`src/rtl/bin2bcd_seg.sv`:
```
// Sequential binary-to-BCD converter (double dabble) feeding a 6-digit display.
// Out-of-range inputs show all ones and raise ovf until the next result.
module bin2bcd_seg #(
  parameter int BIN_W   = 20,
  parameter int DIGITS  = 6,
  parameter int MAX_VAL = 999_999
) (
  input  logic                  clk,
  input  logic                  rst,
  input  logic [BIN_W-1:0]      bin,
  input  logic                  start,
  output logic                  busy,
  output logic                  done,
  output logic                  ovf,
  output logic [DIGITS*4-1:0]   dis_data
);

  localparam int                CNT_W   = $clog2(BIN_W + 1);
  localparam logic [CNT_W-1:0]  LAST    = CNT_W'(BIN_W - 1);
  localparam logic [BIN_W-1:0]  MAX_BIN = BIN_W'(MAX_VAL);

  typedef enum logic [1:0] {
    IDLE  = 2'd0,
    SHIFT = 2'd1,
    DONE  = 2'd2
  } state_t;

  state_t                state_q, state_d;
  logic [CNT_W-1:0]      cnt_q, cnt_d;
  logic [BIN_W-1:0]      sr_q, sr_d;
  logic [DIGITS*4-1:0]   acc_q, acc_d;
  logic [DIGITS*4-1:0]   dis_q, dis_d;
  logic                  done_q, done_d;
  logic                  ovf_q, ovf_d;
  logic                  ovf_pend_q, ovf_pend_d;
  logic [DIGITS*4-1:0]   adj;

  always_comb begin
    state_d    = state_q;
    cnt_d      = cnt_q;
    sr_d       = sr_q;
    acc_d      = acc_q;
    dis_d      = dis_q;
    ovf_d      = ovf_q;
    ovf_pend_d = ovf_pend_q;
    done_d     = 1'b0;
    adj        = acc_q;

    case (state_q)
      IDLE: begin
        if (start) begin
          sr_d       = bin;
          acc_d      = '0;
          cnt_d      = '0;
          ovf_pend_d = (bin > MAX_BIN);
          state_d    = SHIFT;
        end
      end
      SHIFT: begin
        for (int i = 0; i < DIGITS; i++) begin
          if (adj[i*4 +: 4] >= 4'd5) adj[i*4 +: 4] = adj[i*4 +: 4] + 4'd3;
        end
        {acc_d, sr_d} = {adj, sr_q} << 1;
        cnt_d         = cnt_q + 1'b1;
        if (cnt_q == LAST) state_d = DONE;
      end
      DONE: begin
        // The overflow decision was made at capture, since the operand is shifted away by now.
        done_d  = 1'b1;
        ovf_d   = ovf_pend_q;
        dis_d   = ovf_pend_q ? '1 : acc_q;
        state_d = IDLE;
      end
      default: state_d = IDLE;
    endcase
  end

  always_ff @(posedge clk) begin
    if (rst) begin
      state_q    <= IDLE;
      cnt_q      <= '0;
      sr_q       <= '0;
      acc_q      <= '0;
      dis_q      <= '0;
      done_q     <= 1'b0;
      ovf_q      <= 1'b0;
      ovf_pend_q <= 1'b0;
    end else begin
      state_q    <= state_d;
      cnt_q      <= cnt_d;
      sr_q       <= sr_d;
      acc_q      <= acc_d;
      dis_q      <= dis_d;
      done_q     <= done_d;
      ovf_q      <= ovf_d;
      ovf_pend_q <= ovf_pend_d;
    end
  end

  assign busy     = (state_q != IDLE);
  assign done     = done_q;
  assign ovf      = ovf_q;
  assign dis_data = dis_q;

endmodule

```
`config.mk`:
```
export PLATFORM = sky130hd
export DESIGN_NAME = bin2bcd_seg
export DESIGN_NICKNAME = d
export VERILOG_FILES = /design/src/rtl/bin2bcd_seg.sv
export SDC_FILE = /design/constraint.sdc
export NUM_CORES = 1
export LEC_CHECK = 0
export BUFFER_PORTS_ARGS = -buffer_cell sky130_fd_sc_hd__buf_4
export CORE_UTILIZATION = 61
export DETAILED_ROUTE_END_ITERATION = 8
export GPL_TIMING_DRIVEN = 0
export PLACE_DENSITY = 0.85
export REMOVE_ABC_BUFFERS = 1
export SLEW_MARGIN = 30
export SYNTH_ARGS = -nofsm -noshare
export SYNTH_HDL_FRONTEND = slang
export SYNTH_SLANG_ARGS = --single-unit
```
`constraint.sdc`:
```
create_clock -name clk -period 3.77 [get_ports clk]
set_input_delay 0.5655 -clock clk [delete_from_list [all_inputs] [get_ports clk]]
set_output_delay 0.5655 -clock clk [all_outputs]
set_load 0.05 [all_outputs]
```
==> results of run 1 <==
[path summary, 6_finish.rpt]
| check | slack, ns | start | endpoint | depth (start not counted) |
|---|---|---|---|---|
| worst max-delay path | 1.65 | state_q[0] | acc_q[13] | 3 |
| worst min-delay path | 0.45 | dis_data[5] | dis_data[5] | 2 |
| worst max register to register | 1.65 | state_q[0] | acc_q[13] | 3 |
| worst min register to register | 0.45 | dis_data[5] | dis_data[5] | 2 |
[worst max-delay path, stage by stage (launching register included)]
cell and delay [ns]:
dfxtp_1 0.54, nand2b_1 0.55, nor2_2 0.75, a22o_1 0.22
[where the power goes]
part | internal [mW] | switching (mW)
Combinational | 0.0496 | 0.0742
Sequential | 0.847 | 0.0154
Clock | 0.303 | 0.306
Total | 1.20 | 0.396
[placed cells by master (no fill, tap or decap), types with 2 or more instances in the layout]
| cell | n |
|---|---|
| xnor2_1 | 6 |
| clkinvlp_4 | 3 |
| nand2b_1 | 7 |
| nand2_1 | 28 |
| nand4_1 | 2 |
| o21ai_1 | 2 |
| o21ai_0 | 47 |
| nor2_2 | 2 |
| inv_1 | 15 |
| a21oi_1 | 15 |
| buf_4 | 50 |
| xor2_1 | 6 |
| o221a_2 | 5 |
| nor2_1 | 73 |
| mux2i_1 | 7 |
| dfxtp_1 | 77 |
| nand3_1 | 10 |
| clkinv_2 | 2 |
| a22o_1 | 17 |
| clkbuf_8 | 9 |
| a22oi_1 | 3 |
| a2bb2oi_1 | 5 |
| nor3_1 | 23 |
| ha_1 | 13 |
[routing by layer]
layer,vias up,track usage,share of wire
met3,11,0.04431,0.046
li1,1454,-,-
met1,1336,0.3110,0.46
met2,55,0.4207,0.47
met4,0,0.1231,0.020
met5,-,0,0
[through the flow]
step	instances	instance area (um^2)	worst slack, ns	hold slack (ns)	util
final	513	3930	1.648	0.4500	0.7550
after detailed placement	497	3739	1.286	0.4420	0.7183
after CTS	513	3929	1.647	0.4536	0.7548
after floorplan	377	3256	1.477	0.4408	-
after global routing	513	3930	1.398	0.4803	0.7550
after global placement	496	3711	0.6121	0.4357	0.7130
[layout make-up]
cell class,instances,area share
sequential,78,0.3976
clock inverter,6,0.01592
clock buffer,10,0.03247
inverter,16,0.01528
tap,70,0.02229
timing repair buffer,50,0.09551
multi-input combinational,283,0.4209
[flip-flops by register name (all words and copies together), names as in the netlist]
register	count
acc_q	24
dis_data	24
sr_q	20
cnt_q	5
state_q	2
done	1
ovf	1
ovf_pend_q	1
[kinds of logic after synthesis]
family | Yosys count | synth area share
and+or+nand+nor | 151 | 0.1957
AOI/OAI and AO/OA | 100 | 0.1890
xor gates and xnor gates | 12 | 0.03119
buffers and inverters | 39 | 0.05161
adders and majority gates | 13 | 0.04827
DFF | 78 | 0.4634
muxes | 7 | 0.02080
==> flow_metrics.env, run 1 <==
export IMPL_grt_pass1_vias=2662
export IMPL_period_share=0.5629
export IMPL_drtIter0Drc=127
export IMPL_synthTopCellsByArea="dfxtp_1, nor2_1, o21ai_0, ha_1, a22o_1"
export IMPL_end_kind="flip-flop"
export IMPL_place_congestion=0.8286
export IMPL_htreeDepth=3
export IMPL_yosysMostFrequentCell="dfxtp_1"
export IMPL_finalHoldViolCount=0
export IMPL_relSlewSlack=0.3895
export IMPL_worstMarginPinSlew_ns=0.9138
export IMPL_clock_tree_root_cell="clkbuf_8"
export IMPL_clk_pin_slew_worst_paths_ns=0.08
export IMPL_clockBufferDepth=2
export IMPL_cts_setup_buffers=0
export IMPL_hold_class="flip-flop to flip-flop"
export IMPL_dp_hpwl_um=4490
export IMPL_insertion_delay_ns=0.35
export IMPL_drt_total_wl_um=6793
export IMPL_io_pins=50
export IMPL_grt_pass1_wl_um=11740
export IMPL_arrival_ns=2.42
export IMPL_synth_cell_types=34
export IMPL_yosysTopAreaCellShare=0.4634
export IMPL_cap_violations=0
export IMPL_track_usage=0.2511
export IMPL_path_class="flip-flop to flip-flop"
export IMPL_syn_cell_area_um2=3369
export IMPL_fp_dieW_um=76.32
export IMPL_period_needed_ns=2.122
export IMPL_critPathMaxFanout=24
export IMPL_drtAntennaViolNets=0
export IMPL_yosys_warnings=0
export IMPL_wl_per_cell_um=13.24
export IMPL_dr_pass1_iters=5
export IMPL_numCtsBuffers=9
export IMPL_drv_slew=0
export IMPL_cts_tree="done"
export IMPL_synth_flop_cell="dfxtp_1"
export IMPL_leakage_nw=1.592
export IMPL_rows=26
export IMPL_final_nets=474
export IMPL_synth_common_cells="dfxtp_1, nor2_1, o21ai_0"
export IMPL_asyncSetResetFlopFracSynth=0
export IMPL_initial_core_util=0.6474
export IMPL_gr_total_overflow=0
export IMPL_port_buffers=49
export IMPL_fillers=406
export IMPL_synth_top_area_cell="dfxtp_1"
export IMPL_regArea_um2=1563
export IMPL_finalPower_mw=1.596
export IMPL_core_area_um2=5205
export IMPL_cts_resized=0
export IMPL_fmaxAchievable_mhz=471.2
export IMPL_routed_via_density=5.567
export IMPL_syn_mean_instance_area_um2=8.424
export IMPL_multi_input_area_um2=1654
export IMPL_synth_edf_count=0
export IMPL_outcome="finished clean"
export IMPL_fin_skew_ns=0.005858
export IMPL_synth_seq_area_share=0.4634
export IMPL_power_density_nw_per_um2=406.0
export IMPL_finalSetupViolCount=0
export IMPL_rsz0062_at_grt="false"
export IMPL_layout_drive_gt1_share=0.1806
export IMPL_crit_required_ns=4.07
export IMPL_n_antenna_cell=0
export IMPL_startpoint_type="flip-flop"
export IMPL_ys_seq_elements=78
export IMPL_setup_tns_ns=0
export IMPL_post_route_drc_count=0
export IMPL_syn_inst=400
export IMPL_fp_dieArea_um2=5825
export IMPL_vdd_drop_max_mv=0.2693
export IMPL_cts_sinks=78
export IMPL_grt_max_degree=27
export IMPL_synthToLayoutAreaGrowth_pct=16.64
export IMPL_die_y_um=76.32
export IMPL_vias=2856
export IMPL_ctsHoldBuffers=0
export IMPL_antenna_found_initial=0
No activity file was read; power rests on OpenSTA's default activity.
==> run 2: changes to the inputs <==
--- a/config.mk
+++ b/config.mk
@@ -5,11 +5,12 @@
 export SDC_FILE = /design/constraint.sdc
 export NUM_CORES = 1
 export LEC_CHECK = 0
+export ABC_AREA = 1
 export BUFFER_PORTS_ARGS = -buffer_cell sky130_fd_sc_hd__buf_4
-export CORE_UTILIZATION = 61
+export CORE_UTILIZATION = 52
 export DETAILED_ROUTE_END_ITERATION = 8
 export GPL_TIMING_DRIVEN = 0
-export PLACE_DENSITY = 0.85
+export PLACE_DENSITY = 0.76
 export REMOVE_ABC_BUFFERS = 1
 export SLEW_MARGIN = 30
 export SYNTH_ARGS = -nofsm -noshare
==> constraint.sdc (replaced) <==
create_clock -name clk -period 1.95 [get_ports clk]
set_input_delay 0.2925 -clock clk [delete_from_list [all_inputs] [get_ports clk]]
set_output_delay 0.2925 -clock clk [all_outputs]
set_load 0.05 [all_outputs]
==> run 2 against run 1 <==
  * Register-to-register slack worse by 1.3 ns
  * Critical path type unchanged
  * Non-clock buffer count grew 1
  * Wire length is 13% higher
  * Clock skew about the same
  * Largest power group unchanged
  * Synthesized cell count up 28%
==> flow_metrics.env, run 2 <==
export IMPL_rows=30
export IMPL_core_area_um2=6794
export IMPL_leakage_nw=1.877
export IMPL_gr_total_overflow=0
export IMPL_clock_tree_root_cell="clkbuf_8"
export IMPL_post_route_drc_count=0
export IMPL_syn_mean_instance_area_um2=7.164
export IMPL_critPathMaxFanout=26
export IMPL_insertion_delay_ns=0.35
export IMPL_synth_cell_types=25
export IMPL_vdd_drop_max_mv=0.4606
export IMPL_syn_cell_area_um2=3654
export IMPL_grt_pass1_vias=2988
export IMPL_setup_ws_ns=0.3010
export IMPL_critPathSlowestCell="nor2_4"
export IMPL_hold_path_depth=3
export IMPL_fin_skew_ns=0.005603
export IMPL_p_sw_mw=0.7254
export IMPL_fp_dieArea_um2=7365
export IMPL_final_core_util=0.6190
export IMPL_cts_resized=1
export IMPL_rsz0062_at_grt="false"
export IMPL_ff2ff_path_depth=5
export IMPL_yosysMostFrequentCell="nand2_1"
export IMPL_clockBufferDepth=2
export IMPL_synthToLayoutAreaGrowth_pct=15.10
export IMPL_synth_edf_count=0
export IMPL_crit_required_ns=2.24
export IMPL_grt_pass1_wl_um=12830
export IMPL_grt_busiest_layer="met2"
export IMPL_synthTopCellsByArea="dfxtp_1, nand2_1, nand3_1, a21oi_1, inv_1"
export IMPL_drv_slew=0
export IMPL_syn_inst=510
export IMPL_vias=3396
export IMPL_fp_dieW_um=85.82
export IMPL_worstPathCellList="inv_2 -> nand2_2 -> nor2_4 -> o21ai_0 -> nand2_1"
export IMPL_end_kind="flip-flop"
export IMPL_routed_via_density=5.241
export IMPL_yosys_warnings=0
export IMPL_cp_num_buf_inv=1
export IMPL_grt_use_met1=0.2566
export IMPL_io_pins=50
export IMPL_final_common_cell="nand2_1"
export IMPL_hold_class="input pin to flip-flop"
export IMPL_fillers=649
export IMPL_path_class="flip-flop to flip-flop"
export IMPL_drtIter0Drc=167
export IMPL_synth_common_cells="nand2_1, dfxtp_1, inv_1"
export IMPL_dr_pass1_iters=5
export IMPL_crit_family="simple AND/OR/NAND/NOR gates"
export IMPL_port_buffers=49
export IMPL_synth_seq_area_share=0.4274
export IMPL_htreeDepth=3
export IMPL_numCtsBuffers=9
export IMPL_p_int_mw=2.221
export IMPL_layout_drive_gt1_share=0.1322
export IMPL_cap_violations=0
export IMPL_relSlewSlack=0.4551
export IMPL_place_ws_ns=-0.01129
export IMPL_startpoint_type="flip-flop"
export IMPL_layout_common_cells="nand2_1, dfxtp_1, inv_1"
export IMPL_ctsHoldBuffers=0
export IMPL_initial_core_util=0.5378
export IMPL_antenna_found_initial=0
export IMPL_place_congestion=0.8188
export IMPL_max_stage_delay_ns=0.52
export IMPL_drt_total_wl_um=7677
export IMPL_ys_seq_elements=78
export IMPL_drtAntennaViolNets=0
export IMPL_r2r_end="dis_data[6]"
export IMPL_use_met2=0.3796
export IMPL_combPwrFrac=0.082
export IMPL_power_density_nw_per_um2=700.6
export IMPL_final_nets=583
export IMPL_grt_max_degree=49
export IMPL_swShare=0.2462
export IMPL_arrival_ns=1.94
export IMPL_hp_start="bin[3]"
export IMPL_n_antenna_cell=0
export IMPL_p_seq_frac=0.561
export IMPL_track_usage=0.2180
export IMPL_dp_hpwl_um=5087
export IMPL_yosysTopAreaCellShare=0.4274
export IMPL_reg2reg_slack_ns=0.30
export IMPL_cts_tree="done"
export IMPL_cts_sinks=78
export IMPL_min_to="sr_q[3]"
export IMPL_clkPwrFrac=0.357
export IMPL_r2r_start="state_q[0]"
export IMPL_die_y_um=85.82
export IMPL_fmaxAchievable_mhz=606.4
export IMPL_cts_setup_buffers=0
export IMPL_wl_per_cell_um=11.85
export IMPL_outcome="finished clean"
export IMPL_synth_top_area_cell="dfxtp_1"
export IMPL_synth_flop_cell="dfxtp_1"
export IMPL_worstMarginPinSlew_ns=0.8163
export IMPL_finalSetupViolCount=0
export IMPL_period_share=0.8456
export IMPL_use_met3=0.03946
export IMPL_clk_pin_slew_worst_paths_ns=0.07
export IMPL_finalHoldViolCount=0
export IMPL_period_needed_ns=1.649
export IMPL_asyncSetResetFlopFracSynth=0
run 2: worst register-to-register path: stages (launching register included):
cell and delay (ns):
dfxtp_1 0.37, inv_2 0.09, nand2_2 0.32, nor2_4 0.53
o21ai_0 0.19, nand2_1 0.10
run 2: per-stage QoR:
step	hold WS (ns)	TNS (ns)	instances	total power [mW]	cell area, um^2
3_3_place_gp	0.4338	-14.63	630	1.916	4001
6_report	0.2043	0	648	2.946	4205
2_1_floorplan	0.3616	0	485	1.823	3513
3_5_place_dp	0.4425	-0.01187	632	1.935	4039
5_1_grt	0.2117	0	648	3.062	4205
4_1_cts	0.2026	0	648	2.967	4205
run 2: cell type report:
class                   instances  area (um^2)  area share
multi-input cells             352         1758      0.4180
flip-flops and latches         78         1562      0.3713
repair buffers                 51        397.9     0.09461
inverters                      55        206.4     0.04909
clock buffers                  15        156.4     0.03719
well taps                      96        120.1     0.02856
clock inverters                 1        5.005    0.001190
run 2: cell families after synthesis:
group,after synthesis,share of synthesized area
flops,78,0.4274
buf+inv,80,0.09487
compound gates,100,0.1555
fa+ha+maj,13,0.04452
simple gates,239,0.2777
run 2: worst max path at each step:
stage | cells past startpoint | slack [ns] | to | startpoint
6_report | 5 | 0.30 | dis_data[6] | state_q[0]
5_1_grt | 5 | 0.02 | dis_data[11] | state_q[0]
4_1_cts | 5 | 0.27 | dis_data[12] | state_q[0]
3_3_place_gp | 4 | -0.35 | sr_q[4] | start
2_1_floorplan | 3 | 0.31 | sr_q[1] | state_q[0]
3_5_place_dp | 5 | -0.01 | dis_data[12] | state_q[0]
run 2: metal layers:
| layer | wire length [um] | up-vias |
|---|---|---|
| li1 | - | 1762 |
| met1 | 3459 | 1532 |
| met2 | 3683 | 89 |
| met3 | 358 | 13 |
| met4 | 175 | 0 |
| met5 | 0 | - |
run 2: power groups by stage:
stage	logic (mW)	clock network (mW)	registers [mW]
floorplan	0.139	0	1.68
global placement	0.228	0	1.69
detailed placement	0.244	0	1.69
CTS	0.245	1.07	1.65
global route	0.273	1.13	1.66
finish	0.241	1.05	1.65
